===== config.mk =====
export PLATFORM = sky130hd
export DESIGN_NAME = pc_sequencer
export DESIGN_NICKNAME = d
export VERILOG_FILES = /design/src/rtl/pc_sequencer.sv
export SDC_FILE = /design/constraint.sdc
export NUM_CORES = 1
export LEC_CHECK = 0
export CORE_MARGIN = 5
export CORE_UTILIZATION = 29
export DETAILED_ROUTE_END_ITERATION = 10
export PLACE_DENSITY = 0.54
export SYNTH_ARGS = -nofsm -noshare
export SYNTH_HDL_FRONTEND = slang
export SYNTH_SLANG_ARGS = --single-unit

===== constraint.sdc =====
create_clock -name clk -period 2.3 [get_ports clk]
set_input_delay 0.46 -clock clk [delete_from_list [all_inputs] [get_ports clk]]
set_output_delay 0.46 -clock clk [all_outputs]
set_load 0.05 [all_outputs]

===== src/rtl/pc_sequencer.sv =====
// pc_sequencer: control-flow sequencer driving the PC block's branch/stop inputs.
// Decodes the byte fetched at pc each cycle. It handles JMP, JZ, LOOP, DJNZ,
// single-level CALL/RET and HALT. Branch outputs are combinational so a branch
// lands on the same edge the PC would otherwise increment.
module pc_sequencer #(
   parameter logic [7:0] HALT_OP = 8'hFF
) (
   input  logic       clk,
   input  logic       rst,
   input  logic [7:0] pc,
   input  logic [7:0] instr,
   input  logic       zero_flag,
   output logic       branch_en,
   output logic [7:0] branch_pc,
   output logic       stop_en,
   output logic       halted,
   output logic [7:0] loop_cnt
);

   localparam int unsigned W = 8;

   localparam logic [W-1:0] OP_JMP  = 8'hF0;
   localparam logic [W-1:0] OP_JZ   = 8'hF1;
   localparam logic [W-1:0] OP_LOOP = 8'hF2;
   localparam logic [W-1:0] OP_DJNZ = 8'hF3;
   localparam logic [W-1:0] OP_CALL = 8'hF4;
   localparam logic [W-1:0] OP_RET  = 8'hF5;

   typedef enum logic [1:0] {
      ST_FETCH = 2'd0,
      ST_OPND  = 2'd1,
      ST_HALT  = 2'd2
   } state_t;

   state_t       state_q, state_d;
   logic [W-1:0] op_q, op_d;
   logic         take_q, take_d;
   logic [W-1:0] loop_cnt_q, loop_cnt_d;
   logic [W-1:0] link_q, link_d;

   logic         branch_en_c;
   logic [W-1:0] branch_pc_c;
   logic         stop_en_c;
   logic         halted_c;

   // Decode: next-state, register updates and same-cycle branch/stop outputs.
   always_comb begin
      state_d     = state_q;
      op_d        = op_q;
      take_d      = take_q;
      loop_cnt_d  = loop_cnt_q;
      link_d      = link_q;
      branch_en_c = 1'b0;
      branch_pc_c = '0;
      stop_en_c   = 1'b0;
      halted_c    = 1'b0;

      case (state_q)
         ST_FETCH: begin
            op_d = instr;
            if (instr == HALT_OP) begin
               take_d  = 1'b0;
               state_d = ST_HALT;
            end else begin
               case (instr)
                  OP_JMP: begin
                     take_d  = 1'b1;
                     state_d = ST_OPND;
                  end
                  OP_JZ: begin
                     take_d  = zero_flag;
                     state_d = ST_OPND;
                  end
                  OP_LOOP: begin
                     take_d  = 1'b0;
                     state_d = ST_OPND;
                  end
                  OP_DJNZ: begin
                     // Taken unless the counter is about to hit zero; 0 wraps to 255.
                     loop_cnt_d = loop_cnt_q - W'(1);
                     take_d     = (loop_cnt_q != W'(1));
                     state_d    = ST_OPND;
                  end
                  OP_CALL: begin
                     take_d  = 1'b1;
                     state_d = ST_OPND;
                  end
                  OP_RET: begin
                     // Return issues in the opcode cycle itself.
                     branch_en_c = 1'b1;
                     branch_pc_c = link_q;
                  end
                  default: begin
                     // NOP: PC increments.
                  end
               endcase
            end
         end

         ST_OPND: begin
            branch_en_c = take_q;
            branch_pc_c = take_q ? instr : '0;
            state_d     = ST_FETCH;
            if (op_q == OP_LOOP) begin
               loop_cnt_d = instr;
            end
            if (op_q == OP_CALL) begin
               // Return address is the byte after the operand.
               link_d = pc + W'(1);
            end
         end

         ST_HALT: begin
            stop_en_c = 1'b1;
            halted_c  = 1'b1;
         end

         default: begin
            state_d = ST_FETCH;
         end
      endcase
   end

   // State and architectural registers with synchronous reset.
   always_ff @(posedge clk) begin
      if (rst) begin
         state_q    <= ST_FETCH;
         op_q       <= '0;
         take_q     <= 1'b0;
         loop_cnt_q <= '0;
         link_q     <= '0;
      end else begin
         state_q    <= state_d;
         op_q       <= op_d;
         take_q     <= take_d;
         loop_cnt_q <= loop_cnt_d;
         link_q     <= link_d;
      end
   end

   // Reset masks every control output so an aborted OPND/HALT issues nothing.
   always_comb begin
      branch_en = rst ? 1'b0 : branch_en_c;
      branch_pc = rst ? '0   : branch_pc_c;
      stop_en   = rst ? 1'b0 : stop_en_c;
      halted    = rst ? 1'b0 : halted_c;
      loop_cnt  = loop_cnt_q;
   end

endmodule


==> results.md, run 1 <==
- Final instance area: between 0.002 and 0.0025 mm^2
- Worst Path Max Fanout: 9
- Post-Place Cell Area: 0.002354 mm^2
- PortBufs: 37
- Sequential Power Share: 53.3%
- Global placement routability congestion: between 0.8 and 0.9
- H-tree depth: 1
- Synth Instances: roughly 200
- Sw Share: 26.98%
- Clock Skew: just under 0.004 ns
- Critical path arrival: between 1.5 and 2 ns
- Area contributors post-synth: dfxtp_1 (33%), nand2_1 (6.7%), a21oi_1 (6.2%), nor2_1 (6.0%), a22oi_1 (3.7%)
- Max-cap violation count: 0
- Hold Path Class: reg2reg
- DR pass1 iterations: 4
- Longest Clk Path Bufs: 2
- FMAX: 446.1 MHz
- Worst setup EP type: output pin
- CTS tree: done
- Max incr delay on CP: a little under 0.5 ns
- Clock network fraction of design power: a little under a third
- Slew @ Worst Pin: 0.4992 ns
- Largest net degree at the start of global routing: 28
- Cts bufs inserted: 3
- Min Tclk post-route: approximately 2.2 ns
- Post-synthesis sequential area ratio: around 33%
- Place WS: -0.1256 ns
- Peak VDD IR: 0.0002466 V
- Worst-skew pair later-pin latency: between 0.2 and 0.3 ns
- Cell Rows: 27
- Core area: approximately 0.0055 mm^2
- Die X: approximately 85 um
- Combinational share of power: between 10% and 20%
- Post-synth top cells: nand2_1 (29), dfxtp_1 (27), nor2_1 (26)
- Clock slew at reported path FFs: 0.10 ns
- Count of final setup violators: 0
- Syn Area/Cell: about 7.9 um^2
- DR vias/cell: about 5.2
- Max-slew headroom: about two thirds
- Type of origin of the critical path: primary input
- Share of post-route cells with drive strength above 1: 28.19%
- Final Hold Violating Endpoints: 0
- Slew Viols, Final: 0
- Cell accounting for the most synthesized area: dfxtp_1
- Leakage: 0.8773 nW
- Setup ws final: between 0.05 and 0.06 ns
- Post-Synthesis Cell Area: ~0.0016 mm^2
- Status: complete, no violations
- Layout area overhead: 53.67%
- PwrDens: 364.6 mW/mm^2
- DRT antenna net count: 0
- Unrepaired setup endpoints after global routing: yes
- Top cell type's share of synthesized area: 33.41%
- Unique masters post-synth: 49
- DP Wirelength: roughly 3800 um
- Detailed Route Iter0 Violations: roughly 110
- Period utilization: approximately 97%
- Worst path slowest cell: or2_2
- Starting density of the core: just under 30%
- CTS root buf: clkbuf_8
- Remaining DRCs: 0
- Drt wl/cell: approximately 16 um
- Initial antenna violation count: 0
- Pint: 661.9 uW
- Global-route usage over all layers: between 10% and 20%
- Count leader, synth: nand2_1
- Clk sinks: 27
- Detailed Route WL: about 5000 um
- ANT cells: 0
- Synth Register Bits: 27
- Primary FF master, synth: dfxtp_1
- Post-synth EDFFs: 0
- First-pass GRT wire length: 8673 um
- Aggregate global routing overflow: 0
- Die footprint: between 0.007 and 0.008 mm^2
- Top Ports: 38
- Syn. warnings: 0
- Vias in the first global route: roughly 1.7k
- Via count: around 1.7k
- Crit Path Class: in2out
- Layout Nets: roughly 280
- FFs w/ async S/R, synth: 0%
- Crit-path cells: clkdlybuf4s50_1 > or2_2 > nor2_2 > buf_12
- Die H: between 80 and 90 um
- Syn nets: between 200 and 250
- P_sw: 244.6 uW
- Req. time, crit path: between 1.5 and 2 ns
## final timing paths
kind / start / to / slack, ns / cells after the start
setup / recovery: rst / branch_en / 0.06 / 4
hold / removal: op_q[0]$_SDFFE_PP0P_ / op_q[0]$_SDFFE_PP0P_ / 0.46 / 2
setup reg to reg: op_q[3]$_SDFFE_PP0P_ / loop_cnt[4]$_SDFFE_PP0P_ / 0.50 / 4
hold reg to reg: op_q[0]$_SDFFE_PP0P_ / op_q[0]$_SDFFE_PP0P_ / 0.46 / 2
## worst max-delay path: cells and delay by family
| family | cells | cell delay (ns) |
|---|---|---|
| buf+inv | 2 | 0.60 |
| simple gates | 2 | 0.71 |
## metal layers
metal | vias to the layer above | part of all wire (%) | GRT usage, %
met5 | - | 0 | 0
met4 | 0 | 1.3 | 3.885
met3 | 4 | 7.1 | 1.668
met2 | 72 | 46 | 23.13
met1 | 772 | 46 | 21.81
li1 | 858 | - | -
## cell usage in the layout, fill, tap and decap left out, types with 2 or more instances in the layout
cell,netlist,routed
o22ai_1,3,3
nor4b_2,2,2
nor2_4,0,8
nand3b_1,2,2
xnor2_1,4,4
ha_1,3,3
nand2_1,29,29
xor2_1,2,2
a21oi_1,20,20
nor3_1,5,5
o21a_1,2,2
a31oi_1,3,3
a221o_1,2,2
buf_12,0,11
dfxtp_1,27,25
and4_1,2,2
nand3_1,5,5
nor4_4,1,2
o32ai_1,2,2
a211oi_1,6,6
a32o_1,2,2
o31ai_1,2,2
o21ai_1,2,2
dfxtp_2,0,2
nor2_1,26,17
clkbuf_8,0,3
dlygate4sd2_1,0,8
inv_1,5,5
a22oi_2,0,7
buf_4,1,27
nand4_1,3,3
or2_2,3,2
clkdlybuf4s50_1,0,18
## metrics by stage
step	hold slack [ns]	setup TNS, ns	instances	utilization (%)	power, mW
2_1_floorplan	0.4318	0	206	-	0.5561
3_3_place_gp	0.4426	-1.230	320	43.00	0.6289
3_5_place_dp	0.4517	-1.060	320	43.00	0.6283
4_1_cts	0.4673	0	330	45.27	0.9224
5_1_grt	0.4944	-0.09094	331	45.43	0.9558
6_report	0.4643	0	331	45.43	0.9065
## power groups by stage
stage          sequential (mW)  clock (mW)  combinational [mW]
3_3_place_gp             0.494           0               0.135
3_5_place_dp             0.495           0               0.134
4_1_cts                  0.484       0.305               0.134
2_1_floorplan            0.495           0              0.0615
5_1_grt                  0.486       0.324               0.147
6_report                 0.484       0.288               0.135
## sequential cells by signal, indices dropped and copies added (netlist names)
| register | count |
|---|---|
| link_q | 8 |
| loop_cnt | 8 |
| op_q | 8 |
| state_q | 2 |
| take_q | 1 |
## layout make-up
cell class | instances | area [um^2]
fill | 571 | 2987
timing repair buffer | 64 | 673.1
clock inverter | 1 | 7.507
sequential | 27 | 543.0
clock buffer | 3 | 41.29
inverter | 5 | 18.77
multi-input combinational | 159 | 1112
tap | 72 | 90.09
## cells by family after synthesis
group | count (synthesis) | share of synthesized area (%)
multiplexers | 1 | 0.6187
AND/OR/NAND/NOR | 91 | 31.48
AO/OA/AOI/OAI | 58 | 23.98
buffers and inverters | 20 | 4.949
adder cells (fa/ha/maj) | 3 | 2.320
XOR/XNOR | 6 | 3.248
flip-flops | 27 | 33.41
## timing repair
| item | in CTS | in global routing |
|---|---|---|
| setup endpoints to repair | 9 | 13 |
| hold endpoints to repair | 0 | 0 |
| buffers inserted | 5 | 1 |
| cloned | 1 | 0 |
| gates resized for setup | 20 | 1 |
| pin swaps | 10 | 1 |
| hold buffers | 0 | 0 |
No activity file was read; power rests on OpenSTA's default activity.
==> run 2: changes to the inputs <==
Settings changed: HOLD_SLACK_MARGIN set to 0.1.
==> results of run 2 <==
No change in the layout: final DEF, timing and power equal those of run 1.
==> run 3: changes to the inputs <==
Clock period 2.3 ns to 2.2 ns, I/O delays scaled along.
==> run 3 against run 2 <==
Against the previous run:
- register-to-register slack lost 0.21 ns
- sequential cell count is the same
- routed wire length grew 1.5%
- first-iteration DRC count shrank 11%
- critical path depth grew 3
- hold slack gained 0.0057 ns
- cell count is the same
- design area grew 0.75%
==> results.md, run 3 (synthesis gave the netlist of run 1 again) <==
- DR pass1 iterations: 4 (unchanged)
- Layout Nets: 282 (unchanged)
- Clock slew at reported path FFs: 0.11 ns (about the same)
- Delay-heaviest family, CP: buffers and inverters
- ANT cells: 0 (unchanged)
- Placed cells: 322 (+0.63%)
- Worst setup EP type: output pin
- Core area: 0.005473 mm^2 (unchanged)
- Worst Path Max Fanout: 4 (-5)
- Worst path slowest cell: nor4_4
- Top Ports: 38 (unchanged)
- Fin cells: 331 (unchanged)
- Crit Reg-Reg Endpoint: loop_cnt[4]$_SDFFE_PP0P_
- FMAX: roughly 470 MHz
- Largest net degree at the start of global routing: 27 (-3.6%)
- Global placement routability congestion: 0.8140 (-3.4%)
- Finished Core Util: 45.77% (+0.34 points)
- Initial antenna violation count: 0 (unchanged)
- Cell Rows: 27 (unchanged)
- Hold-critical path depth: 2 (unchanged)
- Post-CTS Hold Fix Bufs: 0 (unchanged)
- Overall power: 954.2 uW (+5.3%)
- DP Wirelength: 3837 um (+2.0%)
- CTS tree: done
- Remaining DRCs: 0 (unchanged)
- Worst-skew pair later-pin latency: 0.28 ns (about the same)
- Most frequent cells in the layout: nand2_1 (29), buf_4 (26), dfxtp_1 (25)
- Worst Hold Launch: op_q[3]$_SDFFE_PP0P_
- PwrDens: 380.9 mW/mm^2 (+4.5%)
- Count of final setup violators: 0 (unchanged)
- Worst Hold Endpoint: op_q[3]$_SDFFE_PP0P_
- R2R Setup Slk: 0.29 ns (-0.21 ns)
- Peak VDD IR: 0.0002128 V (-14%)
- Place WS: -0.2311 ns (-0.1056 ns)
- Crit-path cells: dlygate4sd2_1 > nand4_1 > nor4_4 > buf_4 > a22oi_2 > nor2_4 > buf_12
- Final Hold Violating Endpoints: 0 (unchanged)
- Die X: 84.69 um (unchanged)
- Drt wl/cell: 15.77 um (+1.5%)
- Clk sinks: 27 (unchanged)
- Setup_tns: 0 ns (unchanged)
- Final instance area: 0.002505 mm^2 (+0.75%)
- Type of origin of the critical path: primary input
- Hold Path Class: reg2reg
- Die footprint: 0.007172 mm^2 (unchanged)
- Slew Viols, Final: 0 (unchanged)
- Share of post-route cells with drive strength above 1: 28.96% (+0.77 points)
- Setup ws final: 0.07624 ns (+0.01778 ns)
- Leakage: 0.8824 nW (+0.59%)
- Max-slew headroom: 65.59% (-1.0 points)
- PortBufs: 37 (unchanged)
- Max incr delay on CP: 0.30 ns (-0.19 ns)
- Cts bufs inserted: 3 (unchanged)
- Vias in the first global route: 1,694 (+1.1%)
- Post-Place Cell Area: 0.002374 mm^2 (+0.85%)
- Longest Clk Path Bufs: 2 (unchanged)
- Req. time, crit path: 1.76 ns (-0.08 ns)
- Most common cell after layout, fill and taps aside: nand2_1
- Min Tclk post-route: between 2 and 2.5 ns
- Worst-case hold slack: 0.4700 ns (+0.005740 ns)
- Clock Skew: 0.004201 ns (+0.0002864 ns)
- Status: complete, no violations
- Starting density of the core: 29.56% (unchanged)
- Period utilization: 96.53%
- Detailed Route Iter0 Violations: 94 (-11%)
- RR Startpoint: state_q[1]$_SDFFE_PP0P_
- Layout area overhead: 54.83%
- Via count: 1,716 (+0.59%)
- Crit Path Class: in2out
- Die H: 84.69 um (unchanged)
- CP bufs+invs: 3 (+1)
- Detailed Route WL: 5219 um (+1.5%)
- R2R cell count: 5 (+1)
- Aggregate global routing overflow: 0 (unchanged)
- Slew @ Worst Pin: 0.5146 ns (+0.01542 ns)
- DR vias/cell: 5.184 (+0.59%)
- CTS root buf: clkbuf_8
- Global-route usage over all layers: 14.77% (-0.14 points)
- DRT antenna net count: 0 (unchanged)
- First-pass GRT wire length: 8659 um (-0.16%)
- # fillers: 536 (-6.1%)
- Max-cap violation count: 0 (unchanged)
- Unrepaired setup endpoints after global routing: no
- Critical path arrival: 1.68 ns (-0.10 ns)
- H-tree depth: 1 (unchanged)
## run 3: worst min-delay path: stages, from the launching register on
cell	delay [ns]
dfxtp_1	0.33
nand2_1	0.05
a21oi_1	0.06
## run 3: how the worst max path moves through the flow
stage	cells past startpoint	slack, ns	startpoint	end
6_report	7	0.08	instr[5]	branch_pc[0]
3_3_place_gp	7	-0.25	instr[1]	branch_pc[1]
3_5_place_dp	7	-0.23	instr[1]	branch_pc[6]
2_1_floorplan	5	0.04	instr[1]	branch_pc[0]
4_1_cts	6	-0.05	state_q[0]$_SDFFE_PP0P_	branch_pc[0]
5_1_grt	7	0.005	instr[7]	branch_pc[6]
## run 3: repair_timing
action | 4_1_cts | 5_1_grt
resized for setup | 18 | 10
setup buffers | 3 | 1
gates cloned | 1 | 0
endpoints found under the setup margin | 9 | 9
pin swaps | 11 | 11
## run 3: area by class of cell
cell class              instances  area [um^2]  share of cell area, %
inverters                       5        18.77                 0.7493
clock buffers                   3        41.29                  1.648
repair buffers                 64        674.4                  26.92
clock inverters                 1        7.507                 0.2997
well taps                      72        90.09                  3.596
multi-input cells             159         1125                  44.91
flip-flops and latches         27        548.0                  21.88
## run 3: where the power goes
group	total [mW]	switching [mW]	internal (mW)
Combinational	0.141	0.0751	0.0657
Clock	0.311	0.181	0.129
Sequential	0.503	0.00744	0.496
## run 3: layer usage
metal | vias up | global-route usage [%] | share of wire, % | routed length [um]
met2 | 60 | 22.35 | 46 | 2400
li1 | 862 | - | - | -
met3 | 4 | 2.061 | 4.7 | 247
met4 | 0 | 4.604 | 0.73 | 38
met1 | 790 | 21.50 | 49 | 2533
met5 | - | 0 | 0 | 0
